===== config.mk =====
export PLATFORM = sky130hd
export DESIGN_NAME = pwm_peripheral_flat
export DESIGN_NICKNAME = d
export VERILOG_FILES = /design/src/rtl/pwm_pkg.sv /design/src/rtl/pwm_peripheral_if.sv /design/src/rtl/pwm_timebase.sv /design/src/rtl/pwm_peripheral.sv /design/src/flat_wrapper.sv
export SDC_FILE = /design/constraint.sdc
export NUM_CORES = 1
export LEC_CHECK = 0
export ABC_AREA = 1
export CORE_ASPECT_RATIO = 2
export CORE_MARGIN = 1
export CORE_UTILIZATION = 46
export DETAILED_ROUTE_END_ITERATION = 6
export PLACE_DENSITY = 0.85
export SYNTH_ARGS = -nofsm -noshare
export SYNTH_HDL_FRONTEND = slang
export SYNTH_SLANG_ARGS = --single-unit

===== constraint.sdc =====
create_clock -name clk -period 3.1 [get_ports clk]
set_input_delay 0.62 -clock clk [delete_from_list [all_inputs] [get_ports clk]]
set_output_delay 0.62 -clock clk [all_outputs]
set_load 0.01 [all_outputs]

===== src/rtl/pwm_pkg.sv =====
// rtl/pwm_pkg.sv - shared constants and pin vector type for the PWM peripheral
package pwm_pkg;

  localparam int         PWM_CNT_W        = 8;
  localparam logic [7:0] DUTY_FULL        = 8'hFF;
  localparam int         PRESCALE_DEFAULT = 13;
  localparam int         PIN_COUNT        = 16;

  typedef logic [PIN_COUNT-1:0] pin_vec_t;

endpackage


===== src/rtl/pwm_peripheral_if.sv =====
// rtl/pwm_peripheral_if.sv - configuration-in / pin-drive-out bundle between register block and PWM
interface pwm_peripheral_if;
  import pwm_pkg::*;

  logic [7:0] en_reg_out_7_0;
  logic [7:0] en_reg_out_15_8;
  logic [7:0] en_reg_pwm_7_0;
  logic [7:0] en_reg_pwm_15_8;
  logic [7:0] pwm_duty_cycle;
  pin_vec_t   out;
  logic       period_start;

  modport master (
    output en_reg_out_7_0, en_reg_out_15_8, en_reg_pwm_7_0, en_reg_pwm_15_8, pwm_duty_cycle,
    input  out, period_start
  );

  modport slave (
    input  en_reg_out_7_0, en_reg_out_15_8, en_reg_pwm_7_0, en_reg_pwm_15_8, pwm_duty_cycle,
    output out, period_start
  );

endinterface


===== src/rtl/pwm_timebase.sv =====
// rtl/pwm_timebase.sv - prescaler plus free-running wrap-around counter; tick/wrap are pre-update strobes
module pwm_timebase
  import pwm_pkg::*;
#(
  parameter int PRESCALE = PRESCALE_DEFAULT,
  parameter int CNT_W    = PWM_CNT_W
) (
  input  logic             clk,
  input  logic             rst_n,
  output logic [CNT_W-1:0] pwm_cnt,
  output logic             tick,
  output logic             wrap
);

  localparam int PS_W = (PRESCALE > 1) ? $clog2(PRESCALE) : 1;
  localparam logic [PS_W-1:0] PS_LAST = PS_W'(PRESCALE - 1);

  logic [PS_W-1:0] prescaler;

  // With PRESCALE=1 the prescaler is pinned at 0, so tick is asserted every clk.
  assign tick = (prescaler == PS_LAST);
  assign wrap = tick && (pwm_cnt == '1);

  always_ff @(posedge clk) begin
    if (!rst_n) begin
      prescaler <= '0;
      pwm_cnt   <= '0;
    end else begin
      prescaler <= tick ? '0 : prescaler + 1'b1;
      if (tick) begin
        pwm_cnt <= pwm_cnt + 1'b1;
      end
    end
  end

endmodule


===== src/rtl/pwm_peripheral.sv =====
// rtl/pwm_peripheral.sv - 16-pin low/high/PWM output mux; PWM_SYNC_UPDATE_EN defers duty changes to period wrap
module pwm_peripheral
  import pwm_pkg::*;
#(
  parameter int PRESCALE = PRESCALE_DEFAULT,
  parameter int CNT_W    = PWM_CNT_W
) (
  input  logic             clk,
  input  logic             rst_n,
  pwm_peripheral_if.slave  bus
);

  logic [CNT_W-1:0] pwm_cnt;
  logic             tick_unused;
  logic             wrap;
  logic [7:0]       duty_eff;
  logic             pwm_level;
  pin_vec_t         en_out;
  pin_vec_t         en_pwm;
  pin_vec_t         out_q;
  logic             period_start_q;

  pwm_timebase #(
    .PRESCALE (PRESCALE),
    .CNT_W    (CNT_W)
  ) u_timebase (
    .clk     (clk),
    .rst_n   (rst_n),
    .pwm_cnt (pwm_cnt),
    .tick    (tick_unused),
    .wrap    (wrap)
  );

`ifdef PWM_SYNC_UPDATE_EN
  logic [7:0] duty_shadow;

  always_ff @(posedge clk) begin
    if (!rst_n) begin
      duty_shadow <= '0;
    end else if (wrap) begin
      duty_shadow <= bus.pwm_duty_cycle;
    end
  end

  assign duty_eff = duty_shadow;
`else
  assign duty_eff = bus.pwm_duty_cycle;
`endif

  // Full-scale duty is special-cased so 0xFF gives no one-step dip at count 255.
  assign pwm_level = (duty_eff == DUTY_FULL) || (pwm_cnt < duty_eff);

  assign en_out = {bus.en_reg_out_15_8, bus.en_reg_out_7_0};
  assign en_pwm = {bus.en_reg_pwm_15_8, bus.en_reg_pwm_7_0};

  always_ff @(posedge clk) begin
    if (!rst_n) begin
      out_q          <= '0;
      period_start_q <= 1'b0;
    end else begin
      out_q          <= en_out & (~en_pwm | {PIN_COUNT{pwm_level}});
      period_start_q <= wrap;
    end
  end

  assign bus.out          = out_q;
  assign bus.period_start = period_start_q;

endmodule


===== src/flat_wrapper.sv =====
// flat-port wrapper written by rule: the top's interface ports become plain ports
module pwm_peripheral_flat import pwm_pkg::*;
#(
  parameter int PRESCALE = PRESCALE_DEFAULT,
  parameter int CNT_W    = PWM_CNT_W
)
  (clk, rst_n, bus_en_reg_out_7_0, bus_en_reg_out_15_8, bus_en_reg_pwm_7_0, bus_en_reg_pwm_15_8, bus_pwm_duty_cycle, bus_out, bus_period_start);
  pwm_peripheral_if bus_i ();
  input  logic clk;
  input  logic rst_n;
  input wire logic [$bits(bus_i.en_reg_out_7_0)-1:0] bus_en_reg_out_7_0;
  input wire logic [$bits(bus_i.en_reg_out_15_8)-1:0] bus_en_reg_out_15_8;
  input wire logic [$bits(bus_i.en_reg_pwm_7_0)-1:0] bus_en_reg_pwm_7_0;
  input wire logic [$bits(bus_i.en_reg_pwm_15_8)-1:0] bus_en_reg_pwm_15_8;
  input wire logic [$bits(bus_i.pwm_duty_cycle)-1:0] bus_pwm_duty_cycle;
  output wire logic [$bits(bus_i.out)-1:0] bus_out;
  output wire logic [$bits(bus_i.period_start)-1:0] bus_period_start;
  assign bus_i.en_reg_out_7_0 = bus_en_reg_out_7_0;
  assign bus_i.en_reg_out_15_8 = bus_en_reg_out_15_8;
  assign bus_i.en_reg_pwm_7_0 = bus_en_reg_pwm_7_0;
  assign bus_i.en_reg_pwm_15_8 = bus_en_reg_pwm_15_8;
  assign bus_i.pwm_duty_cycle = bus_pwm_duty_cycle;
  assign bus_out = bus_i.out;
  assign bus_period_start = bus_i.period_start;
  pwm_peripheral #(.PRESCALE(PRESCALE), .CNT_W(CNT_W)) u_core (.clk(clk), .rst_n(rst_n), .bus(bus_i));
endmodule

# Yosys cells after proc, flatten, opt, wreduce, memory -nomap -nowiden
# Index checks and enable logic that the tools add are counted.
[totals] regBits=29 latchBits=0 mem_bits_rw=0 romBits=0 mem_count=0
[op_classes] addsub=2 mul=0 n_div=0 magnitude_cmp=1 eq_ne=3 n_shift=0 mux=0 bitwise=4 reduce_logical=3
[op_table] cell="$and 16x16->16" n=1
[op_table] cell="$eq 8x8->1 const B" n=2
[op_table] cell="$not 16->16" n=1
[op_table] cell="$or 16x16->16" n=1
[op_table] cell="$add 8x1->8 const B" n=1
[op_table] cell="$lt 8x8->1" n=1
[op_table] cell="$add 4x1->4 const B" n=1
[op_table] cell="$eq 4x4->1 const B" n=1
[op_table] cell="$reduce_or 2->1" n=1
[op_table] cell="$logic_and 1x1->1" n=1
[op_table] cell="$logic_or 1x1->1" n=1
[op_table] cell="$not 1->1" n=1

# Depth between registers and ports, before layout
# Gate-level depths: netlist of the first run.
[logic_depth] depth_word=4 ltp_mapped=12

# Cells and area by module
# Synthesis of the first run repeated with hierarchy kept, for this count alone.
[hier_totals] hier_cells=209 hier_area_um2=1542.7
[modules_own_cells] module="pwm_peripheral" instances=1 cells_each=139 area_each_um2=982.2
[modules_own_cells] module="pwm_timebase" instances=1 cells_each=70 area_each_um2=560.5

# Worst setup path before layout of the first run
# OpenSTA, ideal clock, no wires.
[synth_path] path_type="input-to-reg" startpoint="input bus_pwm_duty_cycle[5]" endpoint="register u_core.out_q[10] (netlist: u_core.bus.out[10])" setup_time_ps=56 t_arrival_ps=1699 t_required_ps=3044 slack_ps=1345 stages=10 n_path_buf=1 cell_sequence="inv_1 ha_1 a21oi_1 nor2_1 nor3_1 nand2_2 buf_4 nand3_1 nand2_1 inv_1"
[synth_via] elab_chain_len=4 elab_cells_between_ends=5
[synth_rtl] item="from (decl)" line_no="flat_wrapper.sv:15" source="input wire logic [$bits(bus_i.pwm_duty_cycle)-1:0] bus_pwm_duty_cycle;"
[synth_rtl] item="$lt 8x8->1 or $eq 8x8->1 (tied branches)" line_no="pwm_peripheral.sv:51" source="assign pwm_level = (duty_eff == DUTY_FULL) || (pwm_cnt < duty_eff);"
[synth_rtl] item="$logic_or 1x1->1 *" line_no="pwm_peripheral.sv:51"
[synth_rtl] item="$or 16x16->16 *" line_no="pwm_peripheral.sv:61" source="out_q <= en_out & (~en_pwm | {PIN_COUNT{pwm_level}});"
[synth_rtl] item="$and 16x16->16 *" line_no="pwm_peripheral.sv:61"
[synth_rtl] item="to (signal assigned)" line_no="pwm_peripheral.sv:61"
[synth_rtl] item="to (decl)" line_no="pwm_peripheral.sv:20" source="pin_vec_t out_q;"
# Every way passes the cells marked *; elsewhere a longest branch is shown, timed or not.
# A chain may end at the register's enable or synchronous reset.

# Worst setup path after layout of the first run
[layout_path] startpoint="input bus_pwm_duty_cycle[5]" endpoint="register u_core.out_q[0] (netlist: u_core.bus.out[0])"
# Same word-level chain as after synthesis.

==> results of run 1 <==
-- cell families after synthesis --
logic type	count (synthesis)	synth area share (%)
AO/OA/AOI/OAI	14	4.99
buffers and inverters	60	15.8
flip-flops	29	39.9
XOR/XNOR	1	0.603
AND/OR/NAND/NOR	94	30.0
adder cells (fa/ha/maj)	10	8.61
-- per-stage QoR --
stage | util, % | instances | worst slack, ps | power (mW)
after floorplan | - | 208 | 1350 | 0.444
after global placement | 69.2 | 293 | 769 | 0.526
after detailed placement | 69.2 | 293 | 687 | 0.528
after CTS | 73.1 | 301 | 956 | 0.938
after global routing | 73.1 | 301 | 783 | 0.966
final | 73.1 | 301 | 974 | 0.930
-- cells in the final DEF (no fill, tap or decap), types with 5 or more instances in the layout --
master and n:
o21ai_0 5, inv_1 55, dfxtp_1 29, clkbuf_8 6, a21oi_1 8, nand3_1 18
ha_1 10, nor2_1 10, nand2_1 54, clkdlybuf4s50_1 58
-- layout make-up --
class                   count  area (µm²)  area share, %
well taps                  30        37.5           1.73
flip-flops and latches     29         581           26.7
inverters                  56         210           9.66
repair buffers             59         588           27.0
multi-input cells         119         643           29.6
clock buffers               7        86.3           3.97
clock inverters             1        30.0           1.38
-- state kept, by name, indices dropped and copies added (netlist names) --
register and cells:
u_core.u_timebase.pwm_cnt 8, u_core.bus.out 16, u_core.u_timebase.prescaler 4, u_core.bus.period_start 1
-- worst min path at each step --
stage	startpoint	end	cells after the start
floorplan	u_core.u_timebase.prescaler[0]	u_core.u_timebase.prescaler[0]	1
global placement	u_core.u_timebase.prescaler[0]	u_core.u_timebase.prescaler[0]	1
detailed placement	u_core.u_timebase.prescaler[0]	u_core.u_timebase.prescaler[0]	1
CTS	u_core.u_timebase.prescaler[0]	u_core.u_timebase.prescaler[0]	1
global route	u_core.u_timebase.prescaler[0]	u_core.u_timebase.prescaler[0]	1
finish	u_core.u_timebase.prescaler[0]	u_core.u_timebase.prescaler[0]	1
-- worst max-delay path, delay by kind of cell --
family | cells | cell delay (ps)
buf+inv | 3 | 570
simple gates | 5 | 700
fa+ha+maj | 1 | 300
compound gates | 1 | 160
-- power groups by stage --
stage	logic (mW)	registers, mW	clock network, mW
after floorplan	0.0369	0.407	0
after global placement	0.124	0.402	0
after detailed placement	0.126	0.402	0
after CTS	0.127	0.394	0.417
after global routing	0.139	0.395	0.432
final	0.126	0.394	0.411
-- layer usage --
layer | share of wire, % | up-vias
met5 | 0 | -
met1 | 35 | 614
met2 | 55 | 46
li1 | - | 740
met3 | 6.7 | 9
met4 | 3.4 | 0
==> results.md, run 1 <==
- Die W: 41.8 µm
- Met1 GRT Util: 19.5%
- RSZ-0062 raised after global routing: false
- GRT Max-Usage Layer: met2
- WL/cell: 10.8 µm
- Routability cong.: 0.783
- CTS buffer count: 5
- Antenna diode instance count: 0
- Cts repair resizes: 0
- Distinct cells, synth: 22
- CP required: 3330 ps
- DRT antenna net count: 0
- Detail Placement HPWL: 2.51 mm
- Register area share after synthesis: 39.9%
- NetSw: 201 µW
- Root buffer cell: clkbuf_8
- Via density: 4.68
- Total congestion overflow: 0
- Clock Latency Late Sink: 290 ps
- Syn nets: 260
- Top-area cell type share of the netlist area: 39.9%
- Post-synth EDFFs: 0
- GR Layer Usage met2: 42.2%
- Depth of the CTS H-tree: 2
- Leakage: 1.14 nW
- CP Data Arrival Time: 2360 ps
- Measured slew at the worst slew-check pin: 694 ps
- Setup crit end: u_core.bus.out[0]
- Routed WL: 3.27 mm
- Cell Area, Placed: 2060 µm²
- Minimum clock period: 2130 ps
- Synth area leaders: dfxtp_1, inv_1, nand2_1
- Pwr dens: 428 nW/µm²
- Slowest stage cell, crit path: clkdlybuf4s50_1
- GRT Overall Usage: 22.3%
- Length in cells of the worst reg-to-reg path: 8
- Critical-path cell list: clkdlybuf4s50_1, inv_1, ha_1, a21oi_1, nor2_1, nor3_1, nand2_2, nand3_1, nand2_1, inv_1
- Post-route cell area: 2180 µm²
- Worst Path Max Fanout: 16
- Critical path endpoint category: register
- Clock slew at reported path FFs: 60 ps
- First-pass DRT Iterations: 4
- CP startpoint kind: input port
- DRC: 0
- Initial Utilization: 48.8%
- Setup-failing EPs final: 0
- 1st-iter DRT viols: 40
- I/O pins: 59
- Cts hold-fix bufs: 0
- CTS Buffer Depth: 2
- Maximum clock rate: 470 MHz
- Synthesized instance count: 208
- Reg2Reg Launch Point: u_core.u_timebase.pwm_cnt[5]
- Max Cap Violations: 0
- FF-to-FF setup slack: 1510 ps
- Fraction of layout cells with a size suffix above 1: 6.64%
- Core area: 2980 µm²
- Via Count: 1409
- Peak VDD IR: 0.000343 V
- Slew HR: 53.6%
- Die H: 81.5 µm
- Post-Route Setup TNS: 0 ps
- Post-Syn Area: 1450 µm²
- Combinational group share of total power: 13.5%
- CP Class: in2reg
- CP most frequent cell: inv_1
- Clock sink count: 29
- Min-delay worst type: reg2reg
- Largest net degree at the start of global routing: 21
- Setup Buffers After CTS: 0
- Clk network pwr share: 44.1%
- Largest stage delay, worst path: 470 ps
- Initial antenna violation count: 0
- Hold WS: 470 ps
- Register bit total from synthesis: 29
- CTS tree: yes
- Worst Skew: 7.42 ps
- Standard-cell rows: 28
- Syn avg cell area: 6.99 µm²
- Port buffer count: 58
- Internal power of the cells: 729 µW
- Die ar.: 3400 µm²
- Reg power frac: 42.3%
- Ys Warns: 0
- Final worst-path cycle share: 68.6%
- First-pass GRT wire length: 5.62 mm
- FILL cells: 220
- GR Layer Usage met3: 7.47%
- Area Overhead vs Synth: 49.7%
- Fin. Hold Viols: 0
- Final Max Tran Viols: 0
- Largest area contributor in the netlist: dfxtp_1
- CP Launch Point: bus_pwm_duty_cycle[5]
- Status: finished, final reports clean
- Main synth FF type: dfxtp_1
- Switching part of the total: 21.6%
- Async set-reset flop share out of synthesis: 0%
- Worst reg2reg endpoint: u_core.bus.out[0]
- Top-count cell post-synth: inv_1
- Nets: 322
- Vias in the first global route: 1416
- List of most frequent post-synthesis cells: inv_1, nand2_1, dfxtp_1
(Power assumes the default switching activity.)
==> run 2: changes to the inputs <==
- CORE_UTILIZATION: 46 -> 43
- PLACE_DENSITY: 0.85 -> 0.8
- clock period: 3.1 -> 2 ns (I/O delays scaled with it)
==> results.md, run 2 (synthesis gave the netlist of run 1 again) <==
- Slew HR: 72.5%
- Fraction of layout cells with a size suffix above 1: 9.35%
- Max Cap Violations: 0
- Via Count: 1456
- Largest net degree at the start of global routing: 17
- CP startpoint kind: input port
- CP most frequent cell: inv_1
- Standard-cell rows: 29
- DRT antenna net count: 0
- Stages on the worst setup path: 11
- Reg2Reg Launch Point: u_core.u_timebase.pwm_cnt[5]
- Worst reg2reg endpoint: u_core.bus.out[11]
- First-pass DRT Iterations: 5
- Area Overhead vs Synth: 54.5%
- Max reg flops: 16
- Routability cong.: 0.790
- Peak VDD IR: 0.000607 V
- Status: finished, final reports clean
- Via density: 4.71
- Core area: 3190 µm²
- CTS Buffer Depth: 2
- Worst Path Max Fanout: 8
- Root buffer cell: clkbuf_8
- Minimum clock period: 1940 ps
- Cell Area, Placed: 2110 µm²
- CP Class: in2reg
- Die ar.: 3630 µm²
- Setup-failing EPs final: 0
- Length in cells of the worst reg-to-reg path: 9
- 1st-iter DRT viols: 27
- WL/cell: 11.1 µm
- Die H: 84.2 µm
- GRT Overall Usage: 20.8%
- CTS buffer count: 5
- Leakage: 1.18 nW
- Post-route cell area: 2250 µm²
- Critical path endpoint category: register
- I/O pins: 59
- WP buf/inv: 4
- Setup crit end: u_core.bus.out[11]
- Final Non-Filler Cells: 309
- CTS tree: yes
- Clock Latency Late Sink: 280 ps
- Maximum clock rate: 515 MHz
- Critical-path cell list: clkdlybuf4s50_1, inv_1, ha_1, a21oi_1, nor2_1, nor3_2, buf_4, nand2_2, nand3_1, nand2_1, inv_1
- Antenna diode instance count: 0
- Measured slew at the worst slew-check pin: 411 ps
- CP Data Arrival Time: 2170 ps
- First-pass GRT wire length: 5.79 mm
- Die W: 43.1 µm
- Min-delay worst type: reg2reg
- Clock sink count: 29
- Nets: 329
- Utilization after layout: 70.3%
- Post-Route Setup TNS: 0 ps
- Total congestion overflow: 0
- CP Launch Point: bus_pwm_duty_cycle[5]
- Final Max Tran Viols: 0
- Detail Placement HPWL: 2.62 mm
- Hold WS: 465 ps
- Fin. Hold Viols: 0
- Port buffer count: 58
- Routed WL: 3.44 mm
- Kind of cell adding the most delay to the critical path: buffers and inverters
- CP required: 2230 ps
- Cts hold-fix bufs: 0
- Slowest stage cell, crit path: clkdlybuf4s50_1
- Commonest non-fill, non-tap cell in the layout: clkdlybuf4s50_1
- Worst Skew: 6.44 ps
- FF-to-FF setup slack: 380 ps
- Largest stage delay, worst path: 480 ps
- Clock slew at reported path FFs: 60 ps
- Initial antenna violation count: 0
- Initial Utilization: 45.5%
- DRC: 0
- Depth of the CTS H-tree: 2
- Pwr dens: 641 nW/µm²
- Vias in the first global route: 1492
- Final worst-path cycle share: 97.1%
- Most frequent cells in the layout: clkdlybuf4s50_1, inv_1, nand2_1, dfxtp_1, nand3_1
- Inst Count DP: 299
run 2: cell count changes in the layout (fill, tap and decap cells not counted):
cell	change
nor3_1	-1
nor3_2	+1
buf_12	+1
nand2_2	+1
buf_4	+5
run 2: repair_timing:
action	4_1_cts	5_1_grt
resized for setup	0	2
setup buffers	0	1
setup endpoints to repair	0	14
run 2: worst reg2reg max path, stage by stage (launching register included):
cell and delay (ps):
dfxtp_1 330, ha_1 290, a21oi_1 180, nor2_1 70, nor3_2 210, buf_4 150, nand2_2 120, nand3_1 100
nand2_1 60, inv_1 50
run 2: through the flow:
step                      setup slack [ps]  total power, mW
final                                 58.0             1.44
after global routing                 -47.8             1.50
after CTS                              134             1.46
after detailed placement              -147            0.830
after global placement               -91.0            0.824
after floorplan                        465            0.689
run 2: worst min-delay path by stage:
| stage | start | end | slack (ps) | cells past startpoint |
|---|---|---|---|---|
| after global placement | u_core.u_timebase.prescaler[0] | u_core.u_timebase.prescaler[0] | 440 | 1 |
| after CTS | u_core.u_timebase.prescaler[0] | u_core.u_timebase.prescaler[0] | 470 | 1 |
| final | u_core.u_timebase.prescaler[0] | u_core.u_timebase.prescaler[0] | 470 | 1 |
| after detailed placement | u_core.u_timebase.prescaler[0] | u_core.u_timebase.prescaler[0] | 460 | 1 |
| after floorplan | u_core.u_timebase.prescaler[0] | u_core.u_timebase.prescaler[0] | 430 | 1 |
| after global routing | u_core.u_timebase.prescaler[0] | u_core.u_timebase.prescaler[0] | 500 | 1 |
run 2: where the power goes:
| part | internal, mW | switching [mW] | total [mW] |
|---|---|---|---|
| registers | 0.601 | 0.0104 | 0.611 |
| logic | 0.132 | 0.0736 | 0.205 |
| clock network | 0.405 | 0.217 | 0.622 |
| total | 1.14 | 0.301 | 1.44 |
run 2: final cells by class:
| cell class | count | area [µm²] |
|---|---|---|
| Clock buffer | 7 | 86.3 |
| Timing Repair Buffer | 65 | 646 |
| Sequential cell | 29 | 581 |
| Fill cell | 269 | 947 |
| Tap cell | 31 | 38.8 |
| Clock inverter | 1 | 30.0 |
| Inverter | 56 | 210 |
| Multi-Input combinational cell | 120 | 654 |
run 2: per-layer routing:
metal  GRT usage, %  share of wire [%]
met5              0                  0
met4           12.7                3.8
met3           4.95                3.9
met2           39.5                 58
met1           18.1                 34
